### src/rtl/nunchuk_reader.sv
// I2C master that initialises a Wii Nunchuk, then polls its 6-byte report into wii_data.
// Define NUNCHUK_RETRY_EN to rerun power-up and init after a NACK instead of parking in FAULT.
module nunchuk_reader #(
    parameter int         CLK_FREQ       = 100000000,
    parameter int         I2C_FREQ       = 100000,
    parameter logic [6:0] DEV_ADDR       = 7'h52,
    parameter int         POWERUP_CYCLES = 2000000,
    parameter int         CONV_CYCLES    = 100000,
    parameter int         POLL_CYCLES    = 1000000
) (
    input  logic        clock,
    input  logic        reset,
    output logic        scl_oe,
    output logic        sda_oe,
    input  logic        sda_in,
    output logic [47:0] wii_data,
    output logic        data_valid,
    output logic        error
);
    localparam int QDIV = CLK_FREQ / (4 * I2C_FREQ);
    localparam int QW   = (QDIV > 1) ? $clog2(QDIV) : 1;

    typedef enum logic [2:0] {
        POWERUP, INIT1, INIT2, CONV_REQ, CONV_WAIT, READ, POLL_WAIT, FAULT
    } state_t;
    typedef enum logic [1:0] {PH_IDLE, PH_START, PH_BYTE, PH_STOP} phase_t;

    state_t        state, state_nxt;
    phase_t        phase, phase_nxt;
    logic [QW-1:0] qcnt;
    logic          tick;
    logic [1:0]    qpos, qpos_nxt;
    logic [3:0]    bit_idx, bit_idx_nxt;
    logic [2:0]    byte_idx, byte_idx_nxt;
    logic [31:0]   wait_cnt, wait_cnt_nxt, wait_lim;
    logic          aborted, aborted_nxt;
    logic          ack_bit;
    logic [7:0]    shift;
    logic [47:0]   shadow;
    logic [7:0]    tx_byte;
    logic [2:0]    last_byte;
    logic          rd_data;
    logic          sample_en, byte_done, nack, load;

    assign tick    = (qcnt == QW'(QDIV - 1));
    assign rd_data = (state == READ) && (byte_idx != 3'd0);

    always_comb begin
        tx_byte   = 8'h00;
        last_byte = 3'd2;
        wait_lim  = 32'(POLL_CYCLES);
        case (state)
            INIT1:     tx_byte = (byte_idx == 3'd1) ? 8'hF0 : 8'h55;
            INIT2:     tx_byte = (byte_idx == 3'd1) ? 8'hFB : 8'h00;
            CONV_REQ:  last_byte = 3'd1;
            READ:      last_byte = 3'd6;
            POWERUP:   wait_lim = 32'(POWERUP_CYCLES);
            CONV_WAIT: wait_lim = 32'(CONV_CYCLES);
            default:   ;
        endcase
        if (byte_idx == 3'd0)
            tx_byte = {DEV_ADDR, state == READ};
    end

    always_comb begin
        state_nxt    = state;
        phase_nxt    = phase;
        qpos_nxt     = qpos;
        bit_idx_nxt  = bit_idx;
        byte_idx_nxt = byte_idx;
        wait_cnt_nxt = wait_cnt;
        aborted_nxt  = aborted;
        sample_en    = 1'b0;
        byte_done    = 1'b0;
        nack         = 1'b0;
        load         = 1'b0;
        case (state)
            POWERUP, CONV_WAIT, POLL_WAIT: begin
                wait_cnt_nxt = wait_cnt + 32'd1;
                if (tick && wait_cnt >= wait_lim - 32'd1) begin
                    wait_cnt_nxt = 32'd0;
                    phase_nxt    = PH_START;
                    qpos_nxt     = 2'd0;
                    state_nxt    = (state == POWERUP)   ? INIT1 :
                                   (state == CONV_WAIT) ? READ  : CONV_REQ;
                end
            end
            INIT1, INIT2, CONV_REQ, READ: if (tick) begin
                qpos_nxt = qpos + 2'd1;
                case (phase)
                    PH_START: if (qpos == 2'd3) begin
                        phase_nxt    = PH_BYTE;
                        bit_idx_nxt  = 4'd0;
                        byte_idx_nxt = 3'd0;
                    end
                    PH_BYTE: begin
                        sample_en = (qpos == 2'd2);
                        if (qpos == 2'd3) begin
                            if (bit_idx != 4'd8) begin
                                bit_idx_nxt = bit_idx + 4'd1;
                            end else begin
                                // End of the ACK slot: a released SDA on a write byte is a NACK.
                                bit_idx_nxt = 4'd0;
                                byte_done   = rd_data;
                                if (!rd_data && ack_bit) begin
                                    nack        = 1'b1;
                                    aborted_nxt = 1'b1;
                                    phase_nxt   = PH_STOP;
                                end else if (byte_idx == last_byte) begin
                                    phase_nxt = PH_STOP;
                                end else begin
                                    byte_idx_nxt = byte_idx + 3'd1;
                                end
                            end
                        end
                    end
                    PH_STOP: if (qpos == 2'd3) begin
                        phase_nxt   = PH_IDLE;
                        aborted_nxt = 1'b0;
                        if (aborted) begin
`ifdef NUNCHUK_RETRY_EN
                            state_nxt = POWERUP;
`else
                            state_nxt = FAULT;
`endif
                        end else begin
                            case (state)
                                INIT1:    begin state_nxt = INIT2;    phase_nxt = PH_START; end
                                INIT2:    begin state_nxt = CONV_REQ; phase_nxt = PH_START; end
                                CONV_REQ: state_nxt = CONV_WAIT;
                                default:  begin state_nxt = POLL_WAIT; load = 1'b1; end
                            endcase
                        end
                    end
                    default: phase_nxt = PH_START;
                endcase
            end
            default: ;
        endcase
    end

    // Line drive is a pure decode of registered state, so reset releases both lines at once.
    always_comb begin
        scl_oe = 1'b0;
        sda_oe = 1'b0;
        case (phase)
            PH_START: begin
                scl_oe = (qpos == 2'd3);
                sda_oe = qpos[1];
            end
            PH_BYTE: begin
                scl_oe = !qpos[1];
                if (rd_data)
                    sda_oe = (bit_idx == 4'd8) && (byte_idx != 3'd6);
                else
                    sda_oe = (bit_idx != 4'd8) && !tx_byte[3'd7 - bit_idx[2:0]];
            end
            PH_STOP: begin
                scl_oe = (qpos == 2'd0);
                sda_oe = !qpos[1];
            end
            default: ;
        endcase
    end

    always_ff @(posedge clock) begin
        if (reset) begin
            state    <= POWERUP;
            phase    <= PH_IDLE;
            qcnt     <= '0;
            qpos     <= 2'd0;
            bit_idx  <= 4'd0;
            byte_idx <= 3'd0;
            wait_cnt <= 32'd0;
            aborted  <= 1'b0;
        end else begin
            state    <= state_nxt;
            phase    <= phase_nxt;
            qcnt     <= tick ? '0 : qcnt + 1'b1;
            qpos     <= qpos_nxt;
            bit_idx  <= bit_idx_nxt;
            byte_idx <= byte_idx_nxt;
            wait_cnt <= wait_cnt_nxt;
            aborted  <= aborted_nxt;
        end
    end

    always_ff @(posedge clock) begin
        if (reset) begin
            ack_bit    <= 1'b0;
            shift      <= 8'h00;
            shadow     <= 48'h0;
            wii_data   <= 48'h0;
            data_valid <= 1'b0;
            error      <= 1'b0;
        end else begin
            data_valid <= load;
            if (sample_en) begin
                if (bit_idx == 4'd8)
                    ack_bit <= sda_in;
                else
                    shift <= {shift[6:0], sda_in};
            end
            if (byte_done)
                shadow <= {shadow[39:0], shift};
            if (nack)
                error <= 1'b1;
            // C and Z arrive active-low; present them active-high.
            if (load) begin
                wii_data <= {shadow[47:2], ~shadow[1:0]};
                error    <= 1'b0;
            end
        end
    end
endmodule

### config.mk
export PLATFORM = sky130hd
export DESIGN_NAME = nunchuk_reader
export DESIGN_NICKNAME = d
export VERILOG_FILES = /design/src/rtl/nunchuk_reader.sv
export SDC_FILE = /design/constraint.sdc
export NUM_CORES = 1
export LEC_CHECK = 0
export ABC_AREA = 1
export CORE_MARGIN = 1.5
export CORE_UTILIZATION = 31
export DETAILED_ROUTE_END_ITERATION = 8
export PLACE_DENSITY_LB_ADDON = 0.2
export SYNTH_ARGS = -nofsm -noshare
export SYNTH_HDL_FRONTEND = slang
export SYNTH_SLANG_ARGS = --single-unit
### constraint.sdc
create_clock -name clock -period 5.7 [get_ports clock]
set_clock_uncertainty 0.05 [all_clocks]
set_input_delay 1.14 -clock clock [delete_from_list [all_inputs] [get_ports clock]]
set_output_delay 1.14 -clock clock [all_outputs]
set_load 0.01 [all_outputs]
-- Yosys cells after proc, flatten, opt, wreduce, memory -nomap -nowiden
Cells that the tools add are included.
- bits in registers: 162
- order comparisons: 2
- bitwise logic cells: 2
- add/sub/neg operators: 7
- reduce and logical (&&, ||, !) cells: 29
- equal/unequal tests: 33
- muxes and demuxes: 71
- operator list (cell ; count):
    21-bit case mux with 2 select lines ; 1
    3-bit 2-to-1 mux ; 12
    32-bit by 1-bit adder with 32-bit output (second input constant) ; 1
    32-bit greater-or-equal comparator ; 1
    32-bit 2-to-1 mux ; 1
    32-bit by 1-bit subtractor with 32-bit output (second input constant) ; 1
    1-bit 2-to-1 mux ; 28
    8-bit 2-to-1 mux ; 3
    2-bit != test (second input constant) ; 11
    2-bit 2-to-1 mux ; 10
    3-bit case mux with 2 select lines ; 3
    8-bit case mux with 2 select lines ; 1
    8-bit AND reduction ; 2
    3-bit != test (second input constant) ; 5
    4-bit 2-to-1 mux ; 3
    5-bit AND reduction ; 2
    3-bit == test (second input constant) ; 3
    3-bit case mux with 3 select lines ; 1
    8-bit by 1-bit adder with 8-bit output (second input constant) ; 1
    2-bit == test (second input constant) ; 4
    8-bit == test (second input constant) ; 1
    4-bit != test (second input constant) ; 2
    2-bit case mux with 2 select lines ; 2
    4-bit case mux with 2 select lines ; 1
    other kinds (28) ; 44

-- Depth between registers and ports, before layout
Gate-level depths: netlist of run 1.
- depth after elaboration: 10
- depth in mapped cells: 20
- mapped depth without buffers: 19

-- Worst setup path after synthesis of run 1
No wires, ideal clock.
- path type: reg2out
- start point: register byte_idx[1]
- end point: output sda_oe
- buffers on the path: 0
- arrival time: 1411 ps
- cell stages (with the launch flop): 14
- path slack: 3099 ps
- cell sequence: dfxtp_1 inv_1 ha_1 inv_1 nor2_1 nand2_1 a21oi_1 o21ai_0 nand2_1 nand2_1 nand2_1 nand2_1 nand2_1 a21oi_1
- longest elaborated chain between the ends: 10
- elaborated cells between the ends (all ways): 16
- RTL lines (what ; line ; text):
    from (decl) ; 34 ; logic [2:0] byte_idx, byte_idx_nxt;
    from (signal assigned) ; 182 ; byte_idx <= byte_idx_nxt;
    3-bit by 1-bit == test with 1-bit output ; 53, 54 ;
    8-bit 2-to-1 mux (on tied branches) ; 54, 53 ;
    8-bit case mux with 2 select lines ; 52 ; case (state)
    8-bit 2-to-1 mux ; 61 ; if (byte_idx == 3'd0)
    1-bit binary-select mux with 3-bit select ; 156 ; sda_oe = (bit_idx != 4'd8) && !tx_byte[3'd7 - bit_idx[2:0]];
    1-bit 2-to-1 mux (implied by the code) ; 156 ;
    1-bit logical NOT ; 156 ;
    1-bit logical AND ; 156 ;
    1-bit 2-to-1 mux * ; 153 ; if (rd_data)
    1-bit case mux with 3 select lines * ; 146 ; case (phase)
    to (decl) ; 14 ; output logic sda_oe,
Mark *: on every way between the ends. The rest lies on a longest branch, timed or not. The select of a mux whose other input is x is not followed.

-- Worst setup path after layout of run 1
- start point: register state[2]
- end point: output sda_oe
- longest elaborated chain between the ends: 9
- elaborated cells between the ends (all ways): 12
- RTL lines (what ; line ; text):
    from (decl) ; 28 ; state_t state, state_nxt;
    from (signal assigned) ; 177 ; state <= state_nxt;
    3-bit by 2-bit == test with 1-bit output or 3-bit by 1-bit == test with 1-bit output (tied branches) ; 52 ;
    8-bit case mux with 2 select lines ; 52 ;
    8-bit 2-to-1 mux ; 61 ;
    1-bit binary-select mux with 3-bit select ; 156 ;
    1-bit 2-to-1 mux (implied by the code) ; 156 ;
    1-bit logical NOT ; 156 ;
    1-bit logical AND ; 156 ;
    1-bit 2-to-1 mux * ; 153 ;
    1-bit case mux with 3 select lines * ; 146 ;
Marked as above.

==> flow_summary.ini, run 1 <==
[status]
status = complete, no violations

[setup_path]
reg2reg_depth = 18
cp-start-kind = register
crit_buf_inv = 2
arrival_ns = 2.60
path_class = register to output pin
path_cells = inv_2 -> nand2_4 -> nor2_1 -> nand2_1 -> a21oi_1 -> o21ai_0 -> nand2_1 -> nand2_1 -> nand2_1 -> nand2_1 -> nand2_1 -> a21oi_1 -> clkdlybuf4s50_1
cpPeakStageDelay_ns = 0.56
critPathRequiredTime_ns = 4.51
critPathMostFrequentCell = nand2_1
crit_fanout = 6
r2r-end = wait_cnt[24]$_SDFFE_PP0P_
rr_startpoint = state[0]$_SDFFE_PP0P_
cp-end-kind = output pin
crit_family = buffers and inverters
reg2reg_slack_ns = 2.34
slowest_stage = clkdlybuf4s50_1

[cts]
clkSlewWorstSetupHoldPaths_ns = 0.07
cts_hold_buf = 0
cts_resized = 0
clk_latency_ns = 0.43
cts_sinks = 162
cts_tree = built
cts_setup_buffers = 0
clockBufferDepth = 2
cts_max_level = 4
cts_buffers = 17
cts_root_buffer = clkbuf_16

[detailed_routing]
routed_via_density = 4.55
antenna_left = 0
drt_first_pass_iters = 5
vias = 6067
routed_wl_mm = 16.6
drc = 0
wire_per_inst_microns = 12.4
drt-initial-drc-count = 297

[power]
power_switching_uw = 667
swShare_pct = 27.3
power_frac_clock_pct = 48.0
seq_power_share_pct = 47.0
p_leak_uw = 0.00329
p_per_area_mw_per_mm2 = 279
power.share.combinational_pct = 5.0
irDropWorstVdd_mv = 0.189
internal_power_uw = 1780

[logic_synthesis]
syn_inst = 969
synth.distinct_cells = 57
synth_top_cell_by_area = dfxtp_1
yosys-top-cells-area = dfxtp_1 44%, inv_1 6.2%, nand2_1 5.9%
yosysTopAreaCellShare_pct = 43.5
ys_seq_area_share_pct = 43.5
ys.warnings.count = 0
syn_area_sq_mm = 0.00745
synth_ff_type = dfxtp_1
ys_ff_latch = 162
avgSynthCellArea_sq_um = 7.69
synthArstFlopShare_pct = 0
synth_edf_count = 0

[cells_and_area]
multi_input_area_sq_mm = 0.00346
antenna_cells = 0
nFillCells = 2518
area_growth_pct = 17.8
layout-drive-gt1-share_pct = 7.59
finalNetCount = 1035
utilization_pct = 37.3
seqCellArea_sq_mm = 0.00324

[sta]
rsz0062_at_grt = no
holdWs_ns = 0.402
final_hold_viol_count = 0
worstMarginPinSlew_ns = 1.05
final_max_slew_viol_count = 0
fmax_mhz = 264
period_share_pct = 66.5
setup_violations = 0
fin_tns_setup_ns = 0
min_period_ns = 3.79
slew_headroom_pct = 29.6

[floorplanning]
fp.dieArea_sq_mm = 0.0250
die_h_microns = 158
io_pins = 55
die_w_microns = 158
rows = 56
core_sq_mm = 0.0235
start_util_pct = 31.7

[placement]
gp_congestion = 0.813
portBuffers = 54
hpwl_mm = 11.1

[global_route]
grt_max_degree = 101
antenna_found_initial = 0
grt_pass1_wl_mm = 27.8
grt_pass1_vias = 5663
overflow = 0
grt_usage_pct = 13.9

[run]
drv_cap = 0

[hold_path]
hp-start = shadow[40]$_SDFFE_PP0P_
min_path_cells = 2
hp-class = register to register
holdPathEnd = shadow[40]$_SDFFE_PP0P_
-- how the worst max path moves through the flow --
stage / start / to / slack [ns] / cells past startpoint
after detailed placement: reset / shadow[22]$_SDFFE_PP0P_ / 1.93 / 5
after global placement: reset / shadow[24]$_SDFFE_PP0P_ / 1.97 / 5
final: state[2]$_SDFFE_PP0P_ / sda_oe / 1.91 / 13
after floorplan: byte_idx[1]$_SDFFE_PP0P_ / sda_oe / 3.10 / 13
after CTS: state[2]$_SDFFE_PP0P_ / sda_oe / 1.85 / 13
after global routing: byte_idx[1]$_SDFFE_PP0P_ / sda_oe / 1.63 / 14
-- flip-flops by register name, indices dropped and copies added (netlist names) --
register,cells
shadow,48
wii_data,48
wait_cnt,32
qcnt,8
shift,8
bit_idx,4
byte_idx,3
state,3
phase,2
qpos,2
aborted,1
ack_bit,1
data_valid,1
error,1
-- per-stage QoR --
step                area [sq um]  std cells  total power, uW  worst slack, ns
global placement            8160       1302             1300             1.97
floorplan                   7460        970             1270             3.10
finish                      8780       1334             2450             1.91
CTS                         8780       1334             2490             1.85
detailed placement          8160       1302             1300             1.93
global route                8780       1334             2560             1.63
-- cells in the final DEF (no fill, tap or decap), types with 9 or more instances in the layout --
master and instances:
clkdlybuf4s50_1 54, o21ai_0 67, a21oi_1 69, xor2_1 22
clkbuf_16 17, o21ai_1 37, nand4_1 18, ha_1 30
inv_2 10, nand2_1 117, inv_1 123, nand3_1 80
a211oi_1 9, nor2_1 102, nor3_1 15, dfxtp_1 162
-- metal layers --
layer	global-route usage [%]	routed length, microns
met1	18.9	8590
met2	22.0	7410
met3	3.09	450
met4	4.27	152
met5	0	0
-- kinds of logic after synthesis --
kind of cell    share of synthesized area, %
compound gates                          14.3
xor+xnor                                3.06
fa+ha+maj                               5.04
buf+inv                                 10.1
flops                                   43.5
other cells                           0.0503
simple gates                            24.0
-- Yosys cell counts, types with 2 or more instances --
| cell type | number |
|---|---|
| nor2_2 | 6 |
| nand4_1 | 18 |
| nand2_2 | 5 |
| inv_2 | 9 |
| a21oi_1 | 69 |
| dfxtp_1 | 162 |
| nand3_2 | 2 |
| a211oi_1 | 9 |
| buf_6 | 8 |
| xnor2_1 | 4 |
| a31oi_1 | 2 |
| nand2_4 | 3 |
| clkbuf_1 | 18 |
| o21ai_2 | 3 |
| o21ai_1 | 37 |
| buf_4 | 2 |
| or2_2 | 3 |
| nand3b_1 | 3 |
| ha_1 | 30 |
| xor2_1 | 22 |
| nor3b_1 | 6 |
| buf_1 | 5 |
| nor3_2 | 4 |
| nor3_1 | 15 |
| nand2_1 | 117 |
| o21ai_0 | 67 |
| inv_1 | 123 |
| nand3_1 | 80 |
| nor2_1 | 102 |
| buf_2 | 8 |
-- layout make-up --
cell class,count,share of cell area [%]
Tap cell,319,4.54
Sequential cell,162,36.9
Clock inverter,15,2.24
Multi-Input combinational cell,632,39.4
Clock buffer,17,4.84
Timing Repair Buffer,56,6.33
Inverter,133,5.68
-- power by group through the flow --
stage / Clock (uW) / Combinational (uW) / Sequential (uW)
after floorplan: 0 / 98.1 / 1170
final: 1180 / 121 / 1150
after detailed placement: 0 / 122 / 1180
after CTS: 1220 / 123 / 1150
after global placement: 0 / 122 / 1180
after global routing: 1260 / 140 / 1150
-- tightest hold or removal path, cell delays in order, from the launching register on --
cell     delay [ns]
dfxtp_1        0.30
inv_1          0.06
a21oi_1        0.05
Power figures use the tool's default switching activity.
==> run 2: changes to the inputs <==
==> constraint.sdc (replaced) <==
create_clock -name clock -period 3.7 [get_ports clock]
set_clock_uncertainty 0.05 [all_clocks]
set_input_delay 0.74 -clock clock [delete_from_list [all_inputs] [get_ports clock]]
set_output_delay 0.74 -clock clock [all_outputs]
set_load 0.01 [all_outputs]
==> flow_summary.ini, run 2 (same netlist as run 1, synthesis figures left out) <==
[setup_path]
crit_fanout = 8
critPathRequiredTime_ns = 2.91
critPathMostFrequentCell = nand2_1
slowest_stage = clkdlybuf4s50_1
r2r-end = wait_cnt[15]$_SDFFE_PP0P_
rr_startpoint = state[1]$_SDFFE_PP0P_
path_class = register to output pin
crit_path_start = bit_idx[0]$_SDFFE_PP0P_
path_cells = inv_1 -> ha_1 -> nand3_1 -> inv_1 -> nor2_1 -> nand2_1 -> nand2_1 -> nand2_1 -> a21oi_1 -> clkdlybuf4s50_1
cp-start-kind = register
cpPeakStageDelay_ns = 0.55
arrival_ns = 2.59
reg2reg_depth = 18
reg2reg_slack_ns = 0.75
endpoint = sda_oe
cp-end-kind = output pin

[cells_and_area]
area_growth_pct = 18.4
largestRegisters = shadow: 48 flops, wii_data: 48 flops, wait_cnt: 32 flops
final_cell_mix = 162 x dfxtp_1, 123 x inv_1, 117 x nand2_1
finalNetCount = 1041
layout-drive-gt1-share_pct = 8.13
postLayoutCellArea_sq_mm = 0.00882
final_common_cell = dfxtp_1
antenna_cells = 0

[cts]
cts_resized = 0
cts_max_level = 4
clockBufferDepth = 2
cts_tree = built
cts_root_buffer = clkbuf_16
clkSlewWorstSetupHoldPaths_ns = 0.07
cts_hold_buf = 0
clk_latency_ns = 0.43
cts_sinks = 162
cts_setup_buffers = 0
cts_buffers = 17

[detailed_routing]
drt_first_pass_iters = 4
routed_wl_mm = 16.9
vias = 6085
antenna_left = 0
drt-initial-drc-count = 329
routed_via_density = 4.54
wire_per_inst_microns = 12.6
drc = 0

[hold_path]
hp-class = register to register

[power]
irDropWorstVdd_mv = 0.219
p_leak_uw = 0.00331
power_uw = 3770
p_per_area_mw_per_mm2 = 428

[sta]
worstMarginPinSlew_ns = 0.903
final_max_slew_viol_count = 0
setup_violations = 0
fmax_mhz = 296
period_share_pct = 91.5
rsz0062_at_grt = no
min_period_ns = 3.38
slew_headroom_pct = 39.8
fin_tns_setup_ns = 0
final_hold_viol_count = 0

[floorplanning]
fp.dieArea_sq_mm = 0.0250
rows = 56
io_pins = 55
die_h_microns = 158
core_sq_mm = 0.0235
die_w_microns = 158
start_util_pct = 31.7

[global_route]
overflow = 0
grt_usage_pct = 14.5
grt_max_degree = 107
antenna_found_initial = 0
grt_pass1_vias = 5851
grt_pass1_wl_mm = 28.8

[placement]
gp_congestion = 0.791
hpwl_mm = 11.4
placed_area_sq_mm = 0.00822
portBuffers = 54

[run]
drv_cap = 0

[status]
status = complete, no violations
==> run 2: critical path: cells and delay by family, from the launching register on <==
family | cells | cell delay [ns]
buf+inv | 3 | 0.80
flops | 1 | 0.47
simple gates | 5 | 0.55
compound gates | 1 | 0.13
fa+ha+maj | 1 | 0.22
==> run 2: layer usage <==
| layer | up-vias | GRT usage [%] | share of wire, % |
|---|---|---|---|
| met5 | - | 0 | 0 |
| met4 | 0 | 5.16 | 1.7 |
| met3 | 22 | 2.87 | 2.8 |
| met2 | 81 | 23.4 | 44 |
| met1 | 2725 | 19.2 | 51 |
| li1 | 3257 | - | - |
==> run 2: layout make-up <==
class / count / area [sq um]
Sequential cell: 162 / 3240
Clock buffer: 17 / 425
Inverter: 133 / 499
Timing Repair Buffer: 62 / 613
Multi-Input combinational cell: 632 / 3460
Fill cell: 2526 / 14700
Tap cell: 319 / 399
Clock inverter: 15 / 179
==> run 2: worst min path at each step <==
stage | cells after the start | to | slack, ns | start
2_1_floorplan | 2 | shadow[40]$_SDFFE_PP0P_ | 0.37 | shadow[40]$_SDFFE_PP0P_
3_3_place_gp | 2 | shadow[42]$_SDFFE_PP0P_ | 0.39 | shadow[42]$_SDFFE_PP0P_
3_5_place_dp | 2 | shadow[47]$_SDFFE_PP0P_ | 0.40 | shadow[47]$_SDFFE_PP0P_
4_1_cts | 2 | shadow[47]$_SDFFE_PP0P_ | 0.41 | shadow[47]$_SDFFE_PP0P_
5_1_grt | 2 | shadow[47]$_SDFFE_PP0P_ | 0.42 | shadow[47]$_SDFFE_PP0P_
6_report | 2 | shadow[45]$_SDFFE_PP0P_ | 0.41 | shadow[45]$_SDFFE_PP0P_
==> run 2: power breakdown <==
group          switching [uW]  internal, uW  total (uW)
logic                     136          56.9         193
clock network             837           972        1810
registers                16.3          1760        1770
==> run 2: through the flow <==
stage                     setup WS [ns]  hold slack [ns]  instances  util [%]
final                             0.316            0.408       1340      37.5
after global routing              0.136            0.422       1340      37.5
after CTS                         0.357            0.412       1340      37.5
after detailed placement          0.722            0.401       1308      34.9
after global placement            0.823            0.393       1308      34.9
after floorplan                    1.28            0.375        970         -
